$ cat config.mk
export PLATFORM = sky130hd
export DESIGN_NAME = rr_arbiter_4x1_4b
export DESIGN_NICKNAME = d
export VERILOG_FILES = /design/src/rtl/arb_pkg.sv /design/src/rtl/mux4x1_4b.sv /design/src/rtl/rr_pick4.sv /design/src/rtl/rr_arbiter_4x1_4b.sv
export SDC_FILE = /design/constraint.sdc
export NUM_CORES = 1
export LEC_CHECK = 0
export ABC_AREA = 1
export BUFFER_PORTS_ARGS = -buffer_cell sky130_fd_sc_hd__buf_2
export CAP_MARGIN = 20
export CORE_ASPECT_RATIO = 1.1
export CORE_MARGIN = 3
export CORE_UTILIZATION = 30
export DETAILED_ROUTE_END_ITERATION = 8
export PLACE_DENSITY = 0.58
export RECOVER_POWER = 50
export SLEW_MARGIN = 20
export SYNTH_ARGS = -nofsm -noshare
export SYNTH_HDL_FRONTEND = slang
export SYNTH_SLANG_ARGS = --single-unit
$ cat constraint.sdc
create_clock -name clk -period 1.97 [get_ports clk]
set_input_delay 0.2955 -clock clk [delete_from_list [all_inputs] [get_ports clk]]
set_output_delay 0.2955 -clock clk [all_outputs]
set_load 0.02 [all_outputs]
$ cat src/rtl/arb_pkg.sv
// Shared types and constants for the 4-requester round-robin arbiter.
package arb_pkg;

    typedef enum logic {
        IDLE  = 1'b0,
        GRANT = 1'b1
    } arb_state_e;

    localparam int NUM_REQ = 4;
    localparam int IDX_W   = 2;
    localparam int DATA_W  = 4;

    // Pointer starts at the last index so the first search begins at requester 0.
    localparam logic [IDX_W-1:0] PTR_RST = 2'd3;

    function automatic logic [NUM_REQ-1:0] idx_to_onehot(input logic [IDX_W-1:0] idx);
        return NUM_REQ'(1) << idx;
    endfunction

endpackage

$ cat src/rtl/mux4x1_4b.sv
// 4-bit wide 4:1 data mux; {s1,s0} selects i0..i3.
module mux4x1_4b (
    input  logic [3:0] i0,
    input  logic [3:0] i1,
    input  logic [3:0] i2,
    input  logic [3:0] i3,
    input  logic       s0,
    input  logic       s1,
    output logic [3:0] f
);

    always_comb begin
        f = i0;
        case ({s1, s0})
            2'd0:    f = i0;
            2'd1:    f = i1;
            2'd2:    f = i2;
            default: f = i3;
        endcase
    end

endmodule

$ cat src/rtl/rr_pick4.sv
// Circular first-set search over four request bits, starting just after ptr.
module rr_pick4
    import arb_pkg::*;
(
    input  logic [NUM_REQ-1:0] req,
    input  logic [IDX_W-1:0]   ptr,
    output logic               found,
    output logic [IDX_W-1:0]   idx
);

    logic [IDX_W-1:0] cand;

    // Walk from the farthest candidate back to ptr+1 so the nearest hit wins.
    always_comb begin
        found = 1'b0;
        idx   = ptr;
        cand  = ptr;
        for (int k = NUM_REQ; k >= 1; k--) begin
            cand = ptr + IDX_W'(k);
            if (req[cand]) begin
                found = 1'b1;
                idx   = cand;
            end
        end
    end

endmodule

$ cat src/rtl/rr_arbiter_4x1_4b.sv
// Round-robin owner control for the shared 4:1 data mux with registered result bus.
// Optional hold-time limit per owner is enabled with `define ARB_TIMEOUT_EN.
module rr_arbiter_4x1_4b
    import arb_pkg::*;
#(
    parameter int MAX_HOLD = 8
) (
    input  logic              clk,
    input  logic              rst,
    input  logic [NUM_REQ-1:0] req,
    input  logic [DATA_W-1:0] i0,
    input  logic [DATA_W-1:0] i1,
    input  logic [DATA_W-1:0] i2,
    input  logic [DATA_W-1:0] i3,
    output logic [NUM_REQ-1:0] gnt,
    output logic              s0,
    output logic              s1,
    output logic              busy,
    output logic [DATA_W-1:0] f
);

    if (MAX_HOLD < 1 || MAX_HOLD > 15) begin : g_max_hold_range
        $error("MAX_HOLD must be within 1..15");
    end

    arb_state_e         state_q, state_d;
    logic [IDX_W-1:0]   sel_q, sel_d;
    logic [IDX_W-1:0]   ptr_q, ptr_d;
    logic [NUM_REQ-1:0] gnt_q, gnt_d;
    logic [DATA_W-1:0]  f_q, f_d;

    logic               pick_found;
    logic [IDX_W-1:0]   pick_idx;
    logic [DATA_W-1:0]  mux_out;
    logic               hold_expired;

`ifdef ARB_TIMEOUT_EN
    localparam logic [3:0] HOLD_LAST = 4'(MAX_HOLD - 1);
    logic [3:0] hold_q, hold_d;
`endif

    rr_pick4 u_pick (
        .req   (req),
        .ptr   (ptr_q),
        .found (pick_found),
        .idx   (pick_idx)
    );

    mux4x1_4b u_mux (
        .i0 (i0),
        .i1 (i1),
        .i2 (i2),
        .i3 (i3),
        .s0 (sel_q[0]),
        .s1 (sel_q[1]),
        .f  (mux_out)
    );

    always_comb begin
        state_d      = state_q;
        sel_d        = sel_q;
        ptr_d        = ptr_q;
        gnt_d        = gnt_q;
        hold_expired = 1'b0;
`ifdef ARB_TIMEOUT_EN
        hold_d       = 4'd0;
        hold_expired = (hold_q == HOLD_LAST) && (|(req & ~gnt_q));
`endif
        case (state_q)
            IDLE: begin
                if (pick_found) begin
                    state_d = GRANT;
                    sel_d   = pick_idx;
                    ptr_d   = pick_idx;
                    gnt_d   = idx_to_onehot(pick_idx);
                end
            end
            default: begin
                if (req[sel_q] && !hold_expired) begin
`ifdef ARB_TIMEOUT_EN
                    hold_d = (hold_q == HOLD_LAST) ? hold_q : hold_q + 4'd1;
`endif
                end else if (pick_found) begin
                    // ptr equals the owner here, so the search lands on someone else.
                    sel_d = pick_idx;
                    ptr_d = pick_idx;
                    gnt_d = idx_to_onehot(pick_idx);
                end else begin
                    state_d = IDLE;
                    gnt_d   = '0;
                end
            end
        endcase

        // Result bus clears on the edge the grant drops so IDLE never shows stale data.
        f_d = ((state_q == GRANT) && (state_d == GRANT)) ? mux_out : '0;
    end

    always_ff @(posedge clk or posedge rst) begin
        if (rst) begin
            state_q <= IDLE;
            sel_q   <= '0;
            ptr_q   <= PTR_RST;
            gnt_q   <= '0;
            f_q     <= '0;
        end else begin
            state_q <= state_d;
            sel_q   <= sel_d;
            ptr_q   <= ptr_d;
            gnt_q   <= gnt_d;
            f_q     <= f_d;
        end
    end

`ifdef ARB_TIMEOUT_EN
    always_ff @(posedge clk or posedge rst) begin
        if (rst) begin
            hold_q <= 4'd0;
        end else begin
            hold_q <= hold_d;
        end
    end
`endif

    assign gnt  = gnt_q;
    assign s0   = sel_q[0];
    assign s1   = sel_q[1];
    assign busy = (state_q == GRANT);
    assign f    = f_q;

endmodule

After elaboration in Yosys (flattened, before gate mapping):

Index checks and enable logic that the tools add are counted.

* bits in read-only memories: 0
* memories: 0
* bits in latches: 0
* input bits: 22
* logic and storage cells: 53
* output and inout bits: 11
* memory bits (writable): 0
* register bits: 13

* reductions and logical operators: 4
* muxes and demuxes: 32
* bitwise logic cells: 0
* $add $sub $neg: 3
* shift operators: 1
* equality and inequality tests: 3
* $lt $le $gt $ge: 5
* divide/modulo/power cells: 0
* multipliers: 0

Operator list (number)
* $mux 4: 5
* $mux 2: 9
* $lt 2x3->1 const B: 5
* $mux 1: 12
* $pmux 4 s3: 1
* $bmux 1 s2: 5
* $add 2x2->2 const B: 2
* $shl 1x2->4 const A: 1
* $add 2x1->2 const B: 1
* $eq 2x1->1 const B: 1
* $eq 2x2->1 const B: 1
* $logic_not 2->1: 1
* $ne 2x2->1 const B: 1
* $reduce_and 2->1: 1
* $reduce_bool 2->1: 1
* $logic_and 1x1->1: 1

Longest topological paths before layout:

* depth in word-level cells: 11
* mapped depth: 11
* mapped depth without buffers: 11

Hierarchy:

Synthesis repeated with hierarchy kept, for this count alone.

* cell total of the unflattened synthesis: 143
* area total of the unflattened synthesis: 945.9 sq um

By module, submodules not included
* rr_arbiter_4x1_4b: cells an instance 72, seq. area each 327.8 sq um, area each 590.6 sq um, instances 1
* rr_pick4: cells an instance 46, seq. area each 0.0 sq um, area each 214.0 sq um, instances 1
* mux4x1_4b: cells an instance 25, seq. area each 0.0 sq um, area each 141.4 sq um, instances 1

Least setup slack after synthesis:

OpenSTA, ideal clock, no wires.

* path kind: reg-to-reg
* from: register ptr_q[0]
* to: register sel_q[0]
* arrival: 1347 ps
* period minus slack after synthesis: 1468 ps
* data required time: 1849 ps
* path slack: 502 ps
* library setup time: 121 ps
* buffers on the path: 2
* stages on the path, launching flop included: 10
* cell sequence: dfstp_2 > buf_6 > o21ai_1 > nor2_1 > nand3_2 > nor2_4 > nor2_4 > buf_6 > nand2_1 > o21ai_1

* word-level cells in the longest chain between the ends: 9
* elaborated cells between the ends (all ways): 21
* classes of those cells: add/sub: 3; mux: 18

RTL lines
* from (decl): line rr_arbiter_4x1_4b.sv:28 `logic [IDX_W-1:0] ptr_q, ptr_d;`
* from (signal assigned): line rr_arbiter_4x1_4b.sv:109 `ptr_q <= ptr_d;`
* $add 2x2->2 or $bmux 1 s2 (tied branches): line rr_pick4.sv:19, rr_pick4.sv:20
* $bmux 1 s2 or $mux 1 (tied branches): line rr_pick4.sv:20 `if (req[cand]) begin`
* $mux 1 (implied by the code): line rr_pick4.sv:20
* $mux 2 or $mux 1 (tied branches) (3 in a row): line rr_pick4.sv:20
* $mux 2 (*): line rr_arbiter_4x1_4b.sv:71, rr_arbiter_4x1_4b.sv:83
* $mux 2: line rr_arbiter_4x1_4b.sv:79 `if (req[sel_q] && !hold_expired) begin`
* $mux 2 (*): line rr_arbiter_4x1_4b.sv:69 `case (state_q)`
* to (signal assigned): line rr_arbiter_4x1_4b.sv:108 `sel_q <= sel_d;`
* to (decl): line rr_arbiter_4x1_4b.sv:27 `logic [IDX_W-1:0] sel_q, sel_d;`

Mark *: on every way between the ends. The rest lies on a longest branch, timed or not. The select of a mux whose other input is x is not followed.
A chain may end at the register's enable or synchronous reset.

Worst setup path after layout:

* from: register ptr_q[0]
* to: register gnt_q[2], in the netlist gnt[2]

* word-level cells in the longest chain between the ends: 10
* elaborated cells between the ends (all ways): 25
* classes of those cells: add/sub: 3; shift: 1; mux: 19; reduce/logical: 2

RTL lines
* $add 2x2->2: line rr_pick4.sv:19 `cand = ptr + IDX_W'(k);`
* $bmux 1 s2: line rr_pick4.sv:20
* $mux 1 (implied by the code): line rr_pick4.sv:20
* $mux 2 (3 in a row): line rr_pick4.sv:20
* $shl 1x2->4: line arb_pkg.sv:17 `return NUM_REQ'(1) << idx;`
* $mux 4: line rr_arbiter_4x1_4b.sv:83 `end else if (pick_found) begin`
* $mux 4: line rr_arbiter_4x1_4b.sv:79
* $mux 4: line rr_arbiter_4x1_4b.sv:69
* to (signal assigned): line rr_arbiter_4x1_4b.sv:110 `gnt_q <= gnt_d;`
* to (decl): line rr_arbiter_4x1_4b.sv:29 `logic [NUM_REQ-1:0] gnt_q, gnt_d;`

Several ways; a longest one is shown, not always the timed one. The select of a mux whose other input is x is not followed.

==> results.cfg <==
[hold_path]
hold_path_class = input pin to asynchronous set/reset pin

[logic_synthesis]
synth_seq_cells = 13
syn_area_um2 = 873
async_reset_ff_share_pct = 100
synth_ff_type = dfrtp_1
synth_area_leaders = dfrtp_1 32%, nand2_1 19%, inv_1 7.3%
synth_top_area_cell = dfrtp_1
synth_top_area_share_pct = 31.5
yosysUniqueCellTypes = 19
synth_nets = 148
yosysMostFrequentCell = nand2_1
ys_seq_area_share_pct = 37.5
avgSynthCellArea_um2 = 6.93
syn_inst = 126
synth_edf_count = 0
synthTopCellsByCount = 45 x nand2_1, 17 x inv_1, 11 x dfrtp_1, 11 x nand3_1, 7 x o21ai_1
ys_warn_count = 0

[finish]
drive_gt1_share_pct = 29.4
nNetsFinal = 183
fin_cells = 191
antenna_cells = 0
area_growth_pct = 22.5

[sta]
report.final.slew_viol_count = 0
clock_skew_ps = 2.88
fin_crit_ps = 1740
timing.fmax_ghz = 0.576
finalCritPeriodShare_pct = 88.1
whs_ps = 33.9
worst_slew_pin_slew_ps = 480
timing.final.ws_setup_ps = 234
rsz0062_at_grt = false
hold_viol = 0
slew_headroom_pct = 68.0
tns_ps = 0
setup_viol = 0

[routing]
drtPass1Iterations = 4
wl_um = 2060
drc_errors = 0
vias = 876
drt_iter0_markers = 45
wire_per_inst_um = 10.8
detail-route-antenna-nets = 0
via_per_inst = 4.59

[clock_tree]
htreeDepth = 1
cts.repair.resized = 0
clock_path_buffers = 2
root_buffer = clkbuf_4
holdBufCountCts = 0
tritoncts = built
insertion_delay_ps = 270
cts.clk_slew.worst_paths_ps = 70
cts_sinks = 13
cts_made_buffers = 3
post_cts_buffers = 0

[place]
hpwl_um = 1760
dp.cells = 187
port_buffers = 32
place_congestion = 0.809
place_ws_ps = 243

[critical_path]
cp.arrival_ps = 1890
worst_r2r_endpoint = gnt[2]$_DFFE_PP0P_
crit_type = register to register
worst-r2r-setup-slack_ps = 230
rr_worst_depth = 9
start_kind = register
required_ps = 2130
r2r_start = ptr_q[0]$_DFFE_PP1P_
crit_path_max_fanout = 14
cp-end-kind = register

[grt]
grt_pass1_wl_um = 3550
track_usage_pct = 12.1
antenna_found_initial = 0
grt_max_degree = 15
grt_pass1_vias = 873
grt_overflow = 0

[pwr]
leakage_nw = 0.622
report.power.total_mw = 1.92
vdd_drop_max_uv = 696
powerDensity_nw_per_um2 = 1790

[die]
io_pins = 33
die_area_um2 = 3600
die_w_um = 57.4
core_region_area_um2 = 2640
die_height_um = 62.6
start_util_pct = 33.1
num_rows = 19

[run]
cap_violations = 0

[outcome]
outcome = completed
-- kinds of logic (layout without fill, tap and decap cells) --
group / Yosys count / in the layout / share of synthesized area, %
compound gates: 17 / 17 / 12.0
buf+inv: 22 / 56 / 11.2
flops: 13 / 13 / 37.5
simple gates: 74 / 74 / 39.3
-- cell type report --
| type | count | area, µm² |
|---|---|---|
| tap | 31 | 38.8 |
| timing repair buffer | 32 | 154 |
| sequential | 13 | 328 |
| clock buffer | 4 | 26.3 |
| multi-input combinational | 91 | 448 |
| inverter | 20 | 75.1 |
| fill | 285 | 1570 |
-- cells in the final DEF, fill, tap and decap left out --
cell,n
nand2_1,45
buf_2,27
inv_1,17
nand3_1,11
dfrtp_1,11
o21ai_1,7
clkbuf_1,6
nand2_2,5
nor2_1,5
a221oi_1,4
inv_2,3
nor2_4,3
clkbuf_4,3
nor2_2,2
o21ai_0,2
a21oi_1,2
nand4_1,2
dfstp_2,2
o22ai_1,1
nand3_2,1
a21oi_2,1
-- critical path: stages (launching register included) --
cell and delay, ps:
dfstp_2 670, nand2_1 70, o21ai_0 120, nand2_1 130, nand3_2 110, nor2_4 50
nor2_4 200, inv_1 120, nand3_1 80, nand2_1 60
-- per-stage QoR --
step	instance area [µm²]	utilization (%)
after global placement	1050	39.8
final	1070	40.5
after detailed placement	1050	39.8
after floorplan	873	-
after CTS	1080	40.8
after global routing	1070	40.5
-- metal layers --
layer  vias up  track usage [%]  part of all wire [%]
met3         2             3.31                   8.0
met4         0             2.61                  0.19
met5         -                0                     0
li1        470                -                     -
met1       378             14.5                    44
met2        26             21.2                    48
-- where the power goes --
group | switching (mW) | total (mW) | internal (mW)
clock network | 0.0777 | 0.156 | 0.0783
registers | 0.111 | 0.519 | 0.408
logic | 0.833 | 1.24 | 0.411
-- flip-flops by register name, summed over array words and instances, names as in the netlist --
name and count:
gnt 4, f 4, sel_q 2, ptr_q 2
busy 1
-- worst max-delay path by stage --
stage,end,from,cells after the start,slack [ps]
after global placement,gnt[0]$_DFFE_PP0P_,ptr_q[0]$_DFFE_PP1P_,9,310
after detailed placement,gnt[2]$_DFFE_PP0P_,ptr_q[0]$_DFFE_PP1P_,9,240
final,gnt[2]$_DFFE_PP0P_,ptr_q[0]$_DFFE_PP1P_,9,230
after floorplan,sel_q[0]$_DFFE_PP0P_,ptr_q[0]$_DFFE_PP1P_,9,500
after global routing,gnt[2]$_DFFE_PP0P_,ptr_q[0]$_DFFE_PP1P_,9,40
after CTS,gnt[0]$_DFFE_PP0P_,ptr_q[0]$_DFFE_PP1P_,9,230
Power figures use the tool's default switching activity.
